--- src/rtl/ee354_param_calculator_if.sv ---
// Switch/button/result bundle between the board top and the calculator core.
// master: the side driving switches and buttons; slave: the calculator core.
interface ee354_param_calculator_if #(
    parameter int WIDTH = 16
);
    logic [WIDTH-1:0] In;
    logic             ButU;
    logic             ButD;
    logic             ButL;
    logic             ButR;
    logic [WIDTH-1:0] C;
    logic [WIDTH-1:0] R;
    logic             Flag;
    logic             Done;
    logic             QI;
    logic             QGet_A;
    logic             QGet_B;
    logic             QGet_Op;
    logic             QAdd;
    logic             QSub;
    logic             QMul;
    logic             QDiv;
    logic             QErr;
    logic             QDone;

    modport master (
        output In, ButU, ButD, ButL, ButR,
        input  C, R, Flag, Done,
        input  QI, QGet_A, QGet_B, QGet_Op, QAdd, QSub, QMul, QDiv, QErr, QDone
    );

    modport slave (
        input  In, ButU, ButD, ButL, ButR,
        output C, R, Flag, Done,
        output QI, QGet_A, QGet_B, QGet_Op, QAdd, QSub, QMul, QDiv, QErr, QDone
    );
endinterface

--- src/rtl/ee354_param_calculator.sv ---
// Parametrised sequential calculator core. Operands and opcode are stepped in
// from the switch bus by debounced button pulses; add/sub finish in one cycle,
// mul (shift-add) and div (restoring) take WIDTH cycles. A result can be
// chained back in as the next operand A.
module ee354_param_calculator #(
    parameter int WIDTH = 16,
    parameter int CW    = 6
) (
    input  logic                          board_clk,
    input  logic                          Reset,
    ee354_param_calculator_if.slave       bus
);

    // One-hot encoding so every state LED is driven straight from a flop.
    typedef enum logic [9:0] {
        S_I      = 10'b00_0000_0001,
        S_GET_A  = 10'b00_0000_0010,
        S_GET_B  = 10'b00_0000_0100,
        S_GET_OP = 10'b00_0000_1000,
        S_ADD    = 10'b00_0001_0000,
        S_SUB    = 10'b00_0010_0000,
        S_MUL    = 10'b00_0100_0000,
        S_DIV    = 10'b00_1000_0000,
        S_ERR    = 10'b01_0000_0000,
        S_DONE   = 10'b10_0000_0000
    } state_t;

    localparam logic [CW-1:0] LAST_ITER = CW'(WIDTH - 1);

    state_t               state_q,  state_d;
    logic [WIDTH-1:0]     a_q,      a_d;
    logic [WIDTH-1:0]     b_q,      b_d;
    logic [1:0]           op_q,     op_d;
    logic [WIDTH-1:0]     c_q,      c_d;
    logic [WIDTH-1:0]     r_q,      r_d;
    logic                 flag_q,   flag_d;
    logic                 done_q,   done_d;
    logic [CW-1:0]        cnt_q,    cnt_d;
    // Multiply partials: accumulator, left-shifting multiplicand, right-shifting multiplier.
    logic [2*WIDTH-1:0]   acc_q,    acc_d;
    logic [2*WIDTH-1:0]   mcand_q,  mcand_d;
    logic [WIDTH-1:0]     mplier_q, mplier_d;
    // Divide partials: partial remainder, quotient, left-shifting dividend.
    logic [WIDTH-1:0]     rem_q,    rem_d;
    logic [WIDTH-1:0]     quo_q,    quo_d;
    logic [WIDTH-1:0]     dvd_q,    dvd_d;

    // Prioritised button strobes: only the highest-priority pulse survives.
    logic btn_l_s, btn_u_s, btn_r_s, btn_d_s;
    assign btn_l_s = bus.ButL;
    assign btn_u_s = bus.ButU & ~bus.ButL;
    assign btn_r_s = bus.ButR & ~bus.ButL & ~bus.ButU;
    assign btn_d_s = bus.ButD & ~bus.ButL & ~bus.ButU & ~bus.ButR;

    // Shared add/sub datapath; the latched opcode bit 0 selects subtract.
    logic [WIDTH:0]       addsub_s;
    logic [WIDTH-1:0]     b_eff_s;
    logic                 addsub_flag_s;
    // One shift-add step.
    logic [2*WIDTH-1:0]   acc_next_s;
    // One restoring-division step.
    logic [WIDTH:0]       rem_sh_s;
    logic [WIDTH:0]       rem_try_s;
    logic                 q_bit_s;
    logic [WIDTH-1:0]     rem_next_s;
    logic [WIDTH-1:0]     quo_next_s;

    // Arithmetic step values used by the FSM below.
    always_comb begin
        b_eff_s       = op_q[0] ? ~b_q : b_q;
        addsub_s      = {1'b0, a_q} + {1'b0, b_eff_s} + {{WIDTH{1'b0}}, op_q[0]};
        // For subtract the carry out is the inverted borrow, so A<B is ~carry.
        addsub_flag_s = op_q[0] ? ~addsub_s[WIDTH] : addsub_s[WIDTH];

        acc_next_s    = acc_q + (mplier_q[0] ? mcand_q : {(2*WIDTH){1'b0}});

        rem_sh_s      = {rem_q, dvd_q[WIDTH-1]};
        rem_try_s     = rem_sh_s - {1'b0, b_q};
        q_bit_s       = ~rem_try_s[WIDTH];
        rem_next_s    = q_bit_s ? rem_try_s[WIDTH-1:0] : rem_sh_s[WIDTH-1:0];
        quo_next_s    = {quo_q[WIDTH-2:0], q_bit_s};
    end

    // Next-state and datapath register update decisions.
    always_comb begin
        state_d  = state_q;
        a_d      = a_q;
        b_d      = b_q;
        op_d     = op_q;
        c_d      = c_q;
        r_d      = r_q;
        flag_d   = flag_q;
        cnt_d    = cnt_q;
        acc_d    = acc_q;
        mcand_d  = mcand_q;
        mplier_d = mplier_q;
        rem_d    = rem_q;
        quo_d    = quo_q;
        dvd_d    = dvd_q;

        case (state_q)
            S_I: begin
                if (btn_u_s) begin
                    state_d = S_GET_A;
                    c_d     = {WIDTH{1'b0}};
                    r_d     = {WIDTH{1'b0}};
                    flag_d  = 1'b0;
                end else begin
                    state_d = S_I;
                end
            end
            S_GET_A: begin
                if (btn_l_s) begin
                    state_d = S_I;
                end else if (btn_r_s) begin
                    a_d     = bus.In;
                    state_d = S_GET_B;
                end else begin
                    state_d = S_GET_A;
                end
            end
            S_GET_B: begin
                if (btn_l_s) begin
                    state_d = S_I;
                end else if (btn_r_s) begin
                    b_d     = bus.In;
                    state_d = S_GET_OP;
                end else if (btn_d_s) begin
                    state_d = S_GET_A;
                end else begin
                    state_d = S_GET_B;
                end
            end
            S_GET_OP: begin
                if (btn_l_s) begin
                    state_d = S_I;
                end else if (btn_r_s) begin
                    op_d = bus.In[1:0];
                    case (bus.In[1:0])
                        2'b00: state_d = S_ADD;
                        2'b01: state_d = S_SUB;
                        2'b10: begin
                            state_d  = S_MUL;
                            cnt_d    = {CW{1'b0}};
                            acc_d    = {(2*WIDTH){1'b0}};
                            mcand_d  = {{WIDTH{1'b0}}, a_q};
                            mplier_d = b_q;
                        end
                        2'b11: begin
                            if (b_q != {WIDTH{1'b0}}) begin
                                state_d = S_DIV;
                                cnt_d   = {CW{1'b0}};
                                rem_d   = {WIDTH{1'b0}};
                                quo_d   = {WIDTH{1'b0}};
                                dvd_d   = a_q;
                            end else begin
                                state_d = S_ERR;
                                c_d     = {WIDTH{1'b1}};
                                r_d     = a_q;
                                flag_d  = 1'b1;
                            end
                        end
                        default: state_d = S_I;
                    endcase
                end else if (btn_d_s) begin
                    state_d = S_GET_B;
                end else begin
                    state_d = S_GET_OP;
                end
            end
            S_ADD, S_SUB: begin
                c_d     = addsub_s[WIDTH-1:0];
                flag_d  = addsub_flag_s;
                r_d     = {WIDTH{1'b0}};
                state_d = S_DONE;
            end
            S_MUL: begin
                acc_d    = acc_next_s;
                mcand_d  = mcand_q << 1;
                mplier_d = mplier_q >> 1;
                cnt_d    = cnt_q + CW'(1);
                if (cnt_q == LAST_ITER) begin
                    c_d     = acc_next_s[WIDTH-1:0];
                    flag_d  = |acc_next_s[2*WIDTH-1:WIDTH];
                    r_d     = {WIDTH{1'b0}};
                    cnt_d   = {CW{1'b0}};
                    state_d = S_DONE;
                end else begin
                    state_d = S_MUL;
                end
            end
            S_DIV: begin
                rem_d = rem_next_s;
                quo_d = quo_next_s;
                dvd_d = dvd_q << 1;
                cnt_d = cnt_q + CW'(1);
                if (cnt_q == LAST_ITER) begin
                    c_d     = quo_next_s;
                    r_d     = rem_next_s;
                    flag_d  = 1'b0;
                    cnt_d   = {CW{1'b0}};
                    state_d = S_DONE;
                end else begin
                    state_d = S_DIV;
                end
            end
            S_DONE: begin
                if (btn_l_s) begin
                    state_d = S_I;
                end else if (btn_u_s) begin
                    a_d     = c_q;
                    state_d = S_GET_B;
                end else begin
                    state_d = S_DONE;
                end
            end
            S_ERR: begin
                if (btn_l_s) begin
                    state_d = S_I;
                end else begin
                    state_d = S_ERR;
                end
            end
            default: begin
                state_d = S_I;
            end
        endcase

        done_d = (state_d == S_DONE) || (state_d == S_ERR);
    end

    // State and datapath registers; Reset clears everything asynchronously.
    always_ff @(posedge board_clk or posedge Reset) begin
        if (Reset) begin
            state_q  <= S_I;
            a_q      <= {WIDTH{1'b0}};
            b_q      <= {WIDTH{1'b0}};
            op_q     <= 2'b00;
            c_q      <= {WIDTH{1'b0}};
            r_q      <= {WIDTH{1'b0}};
            flag_q   <= 1'b0;
            done_q   <= 1'b0;
            cnt_q    <= {CW{1'b0}};
            acc_q    <= {(2*WIDTH){1'b0}};
            mcand_q  <= {(2*WIDTH){1'b0}};
            mplier_q <= {WIDTH{1'b0}};
            rem_q    <= {WIDTH{1'b0}};
            quo_q    <= {WIDTH{1'b0}};
            dvd_q    <= {WIDTH{1'b0}};
        end else begin
            state_q  <= state_d;
            a_q      <= a_d;
            b_q      <= b_d;
            op_q     <= op_d;
            c_q      <= c_d;
            r_q      <= r_d;
            flag_q   <= flag_d;
            done_q   <= done_d;
            cnt_q    <= cnt_d;
            acc_q    <= acc_d;
            mcand_q  <= mcand_d;
            mplier_q <= mplier_d;
            rem_q    <= rem_d;
            quo_q    <= quo_d;
            dvd_q    <= dvd_d;
        end
    end

    assign bus.C       = c_q;
    assign bus.R       = r_q;
    assign bus.Flag    = flag_q;
    assign bus.Done    = done_q;
    assign bus.QI      = state_q[0];
    assign bus.QGet_A  = state_q[1];
    assign bus.QGet_B  = state_q[2];
    assign bus.QGet_Op = state_q[3];
    assign bus.QAdd    = state_q[4];
    assign bus.QSub    = state_q[5];
    assign bus.QMul    = state_q[6];
    assign bus.QDiv    = state_q[7];
    assign bus.QErr    = state_q[8];
    assign bus.QDone   = state_q[9];

endmodule

--- src/flat_wrapper.sv ---
// flat-port wrapper written by rule: the top's interface ports become plain ports
module ee354_param_calculator_flat 
#(
    parameter int WIDTH = 16,
    parameter int CW    = 6
)
  (board_clk, Reset, bus_In, bus_ButU, bus_ButD, bus_ButL, bus_ButR, bus_C, bus_R, bus_Flag, bus_Done, bus_QI, bus_QGet_A, bus_QGet_B, bus_QGet_Op, bus_QAdd, bus_QSub, bus_QMul, bus_QDiv, bus_QErr, bus_QDone);
  ee354_param_calculator_if #(.WIDTH(WIDTH)) bus_i ();
  input  logic board_clk;
  input  logic Reset;
  input wire logic [$bits(bus_i.In)-1:0] bus_In;
  input wire logic [$bits(bus_i.ButU)-1:0] bus_ButU;
  input wire logic [$bits(bus_i.ButD)-1:0] bus_ButD;
  input wire logic [$bits(bus_i.ButL)-1:0] bus_ButL;
  input wire logic [$bits(bus_i.ButR)-1:0] bus_ButR;
  output wire logic [$bits(bus_i.C)-1:0] bus_C;
  output wire logic [$bits(bus_i.R)-1:0] bus_R;
  output wire logic [$bits(bus_i.Flag)-1:0] bus_Flag;
  output wire logic [$bits(bus_i.Done)-1:0] bus_Done;
  output wire logic [$bits(bus_i.QI)-1:0] bus_QI;
  output wire logic [$bits(bus_i.QGet_A)-1:0] bus_QGet_A;
  output wire logic [$bits(bus_i.QGet_B)-1:0] bus_QGet_B;
  output wire logic [$bits(bus_i.QGet_Op)-1:0] bus_QGet_Op;
  output wire logic [$bits(bus_i.QAdd)-1:0] bus_QAdd;
  output wire logic [$bits(bus_i.QSub)-1:0] bus_QSub;
  output wire logic [$bits(bus_i.QMul)-1:0] bus_QMul;
  output wire logic [$bits(bus_i.QDiv)-1:0] bus_QDiv;
  output wire logic [$bits(bus_i.QErr)-1:0] bus_QErr;
  output wire logic [$bits(bus_i.QDone)-1:0] bus_QDone;
  assign bus_i.In = bus_In;
  assign bus_i.ButU = bus_ButU;
  assign bus_i.ButD = bus_ButD;
  assign bus_i.ButL = bus_ButL;
  assign bus_i.ButR = bus_ButR;
  assign bus_C = bus_i.C;
  assign bus_R = bus_i.R;
  assign bus_Flag = bus_i.Flag;
  assign bus_Done = bus_i.Done;
  assign bus_QI = bus_i.QI;
  assign bus_QGet_A = bus_i.QGet_A;
  assign bus_QGet_B = bus_i.QGet_B;
  assign bus_QGet_Op = bus_i.QGet_Op;
  assign bus_QAdd = bus_i.QAdd;
  assign bus_QSub = bus_i.QSub;
  assign bus_QMul = bus_i.QMul;
  assign bus_QDiv = bus_i.QDiv;
  assign bus_QErr = bus_i.QErr;
  assign bus_QDone = bus_i.QDone;
  ee354_param_calculator #(.WIDTH(WIDTH), .CW(CW)) u_core (.board_clk(board_clk), .Reset(Reset), .bus(bus_i));
endmodule
--- config.mk ---
export PLATFORM = sky130hd
export DESIGN_NAME = ee354_param_calculator_flat
export DESIGN_NICKNAME = d
export VERILOG_FILES = /design/src/rtl/ee354_param_calculator_if.sv /design/src/rtl/ee354_param_calculator.sv /design/src/flat_wrapper.sv
export SDC_FILE = /design/constraint.sdc
export NUM_CORES = 1
export LEC_CHECK = 0
export ABC_AREA = 1
export CAP_MARGIN = 20
export CORE_MARGIN = 8
export CORE_UTILIZATION = 55
export CTS_CLUSTER_SIZE = 30
export DETAILED_ROUTE_END_ITERATION = 8
export PLACE_DENSITY = 0.74
export SLEW_MARGIN = 20
export SYNTH_ARGS = -nofsm -noshare
export SYNTH_HDL_FRONTEND = slang
export SYNTH_SLANG_ARGS = --single-unit
--- constraint.sdc ---
create_clock -name board_clk -period 10.2 [get_ports board_clk]
set_input_delay 1.53 -clock board_clk [delete_from_list [all_inputs] [get_ports board_clk]]
set_output_delay 1.53 -clock board_clk [all_outputs]
set_load 0.01 [all_outputs]
==> impl_metrics.env <==
export IMPL_status="completed"
export IMPL_fin_crit_sh_pct=37.8
export IMPL_fin_skew_ns=0.0227
export IMPL_core_area_mm2=0.0251
export IMPL_end_kind="flip-flop"
export IMPL_avgSynthCellArea_um2=7.19
export IMPL_maxCapViolCount=0
export IMPL_die_x_um=176
export IMPL_ys_async_sr_fraction_pct=100
export IMPL_path_class="in -> reg"
export IMPL_ios=66
export IMPL_die_area_mm2=0.0309
export IMPL_holdBufCountCts=0
export IMPL_overflow=0
export IMPL_power_per_cell_area_mw_per_mm2=158
export IMPL_fmax_mhz=259
export IMPL_final_core_util_pct=62.4
export IMPL_cts_tree="done"
export IMPL_rsz0062_at_grt="false"
export IMPL_cts_buffers=25
export IMPL_drive_gt1_share_pct=8.34
export IMPL_final_hold_viol_count=0
export IMPL_worstMarginPinSlew_ns=1.12
export IMPL_cp_start_kind="input pin"
export IMPL_final_cell_mix="nand2_1 (612), inv_1 (268), dfrtp_1 (209)"
export IMPL_via_count=12800
export IMPL_p_leak_nw=8.25
export IMPL_clock_power_share_pct=36.5
export IMPL_finalSetupViolCount=0
export IMPL_cts_setup_buffers=0
export IMPL_die_h_um=176
export IMPL_slew_viol_final=0
export IMPL_switching_share_pct=32.5
export IMPL_synth_nets=2041
export IMPL_peakVddDrop_uv=174
export IMPL_synth_seq_cells=210
export IMPL_p_total_mw=2.48
export IMPL_period_minus_slack_ns=3.85
export IMPL_synth_ff_type="dfrtp_1"
export IMPL_power_frac_seq_pct=40.3
export IMPL_initialDrtViolationCount=1244
export IMPL_totalNegativeSetupSlack_ns=0
export IMPL_dpl_worst_slack_ns=5.35
export IMPL_netlist_area_mm2=0.0140
export IMPL_io_buffers=65
export IMPL_syn_inst=1953
export IMPL_areaGrowthSynthToFinish_pct=11.5
export IMPL_routed_wl_um=41700
export IMPL_gp_congestion=0.951
export IMPL_hpwl_um=31100
export IMPL_p_sw_mw=0.806
export IMPL_hp_class="reg -> reg"
export IMPL_synth_warnings=0
export IMPL_antenna_found_initial=0
export IMPL_synth_edff_count=0
export IMPL_arrival_ns=4.28
export IMPL_ys_types=58
export IMPL_path_max_fanout=45
export IMPL_cts_root_buffer="clkbuf_16"
export IMPL_grt_pass1_vias=12300
export IMPL_start_util_pct=55.9
export IMPL_routedWlPerCell_um=17.9
export IMPL_p_int_mw=1.67
export IMPL_vias_per_cell=5.50
export IMPL_diodes=0
export IMPL_grt_first_pass_wirelength_um=66800
export IMPL_required_ns=10.62
export IMPL_fin_ws_ns=6.35
export IMPL_clk_pin_slew_ns=0.06
export IMPL_cts_sinks=210
export IMPL_nets=2075
export IMPL_grt_max_degree=141
export IMPL_rows=58
export IMPL_max_slew_margin_pct=25.4
export IMPL_postRouteAntennaNets=0
export IMPL_final_common_cell="nand2_1"
export IMPL_ys_seq_area_share_pct=37.4
export IMPL_cts_htree_levels=1
export IMPL_clk_latency_ns=0.53
export IMPL_drc_errors=0
export IMPL_cts_resized=0
export IMPL_track_usage_pct=27.0
export IMPL_combinationalPowerShare_pct=23.3
export IMPL_cts_buffer_depth=3
export IMPL_dr_pass1_iters=5
## cells by family (layout without fill, tap and decap cells)
family | after synthesis | in the layout | synth area share, %
AND/OR/NAND/NOR | 896 | 896 | 27.4
AO/OA/AOI/OAI | 389 | 389 | 16.3
buffers and inverters | 351 | 401 | 10.1
flip-flops | 210 | 210 | 37.4
adder cells (fa/ha/maj) | 66 | 66 | 6.04
XOR/XNOR | 31 | 31 | 1.93
multiplexers | 10 | 10 | 0.802
## synth_stat cells, drive strengths merged, types with 7 or more instances
cell type    n  area, um^2
nand3b      11        82.6
nor3        20         165
nor2       125         524
a22o         9        78.8
a21oi      113         663
a21o        11        82.6
ha          63         788
dfrtp      209        5230
nand2      624        2400
xor2        24         210
inv        287        1080
nand4       30         203
mux2        10         113
o22ai       17         106
or2          9        56.3
clkbuf      24        90.1
o21ai      207        1100
buf         39         236
xnor2        7        61.3
nand3       72         375
## power by group through the flow
stage               registers, mW  logic (mW)  clock network [mW]
detailed placement           1.01       0.575                   0
floorplan                   0.987       0.382                   0
CTS                         0.994       0.579               0.917
global placement             1.01       0.567                   0
global route                 1.00       0.640               0.949
finish                      0.999       0.577               0.905
## through the flow
stage / cell area [um^2] / hold WS, ns / instances
after global routing: 15700 / 0.498 / 2333
after global placement: 14800 / 0.458 / 2290
final: 15700 / 0.478 / 2333
after CTS: 15700 / 0.475 / 2333
after floorplan: 14000 / 0.442 / 1953
after detailed placement: 14800 / 0.462 / 2290
## routing by layer
metal	wire length (um)	global-route usage, %	up-vias
li1	-	-	6347
met1	19800	40.2	6007
met2	17900	40.3	414
met3	2940	3.93	57
met4	1040	6.78	0
met5	0	0	-
## path summary, 6_finish.rpt
path	cells after the start	slack [ns]	startpoint	to
worst max-delay path	10	6.35	bus_ButL	u_core.dvd_q[0]$_DFFE_PP0P_
worst min-delay path	2	0.48	u_core.dvd_q[7]$_DFFE_PP0P_	u_core.dvd_q[7]$_DFFE_PP0P_
worst max register to register	9	6.46	u_core.state_q[5]$_DFF_PP0_	u_core.dvd_q[0]$_DFFE_PP0P_
worst min register to register	2	0.48	u_core.dvd_q[7]$_DFFE_PP0P_	u_core.dvd_q[7]$_DFFE_PP0P_
max in group asynchronous	3	6.98	Reset	u_core.acc_q[5]$_DFFE_PP0P_
min in group asynchronous	2	1.63	Reset	u_core.mcand_q[12]$_DFFE_PP0P_
## critical path, cell delays in order
cell and delay [ns]:
clkdlybuf4s50_1 0.46, nor2_1 0.23, inv_2 0.07, nor2_4 0.18, nand2_1 0.13, a21oi_1 0.19, nand2_1 0.15, nand2_2 0.53
inv_2 0.46, a32o_1 0.33
## cell type report
| cell class | instances | area [um^2] |
|---|---|---|
| fill | 2348 | 9450 |
| multi-input combinational | 1392 | 7370 |
| sequential | 210 | 5260 |
| inverter | 288 | 1100 |
| clock buffer | 36 | 737 |
| timing repair buffer | 70 | 688 |
| tap | 330 | 413 |
| clock inverter | 7 | 95.1 |
## flip-flops by register name (all words and copies together), names as in the netlist, 15 cells and up
signal	count
u_core.dvd_q	16
u_core.quo_q	15
u_core.rem_q	16
u_core.bus.R	16
u_core.acc_q	32
u_core.bus.C	16
u_core.b_q	16
u_core.a_q	16
u_core.mcand_q	32
u_core.mplier_q	16
Power figures use the tool's default switching activity.
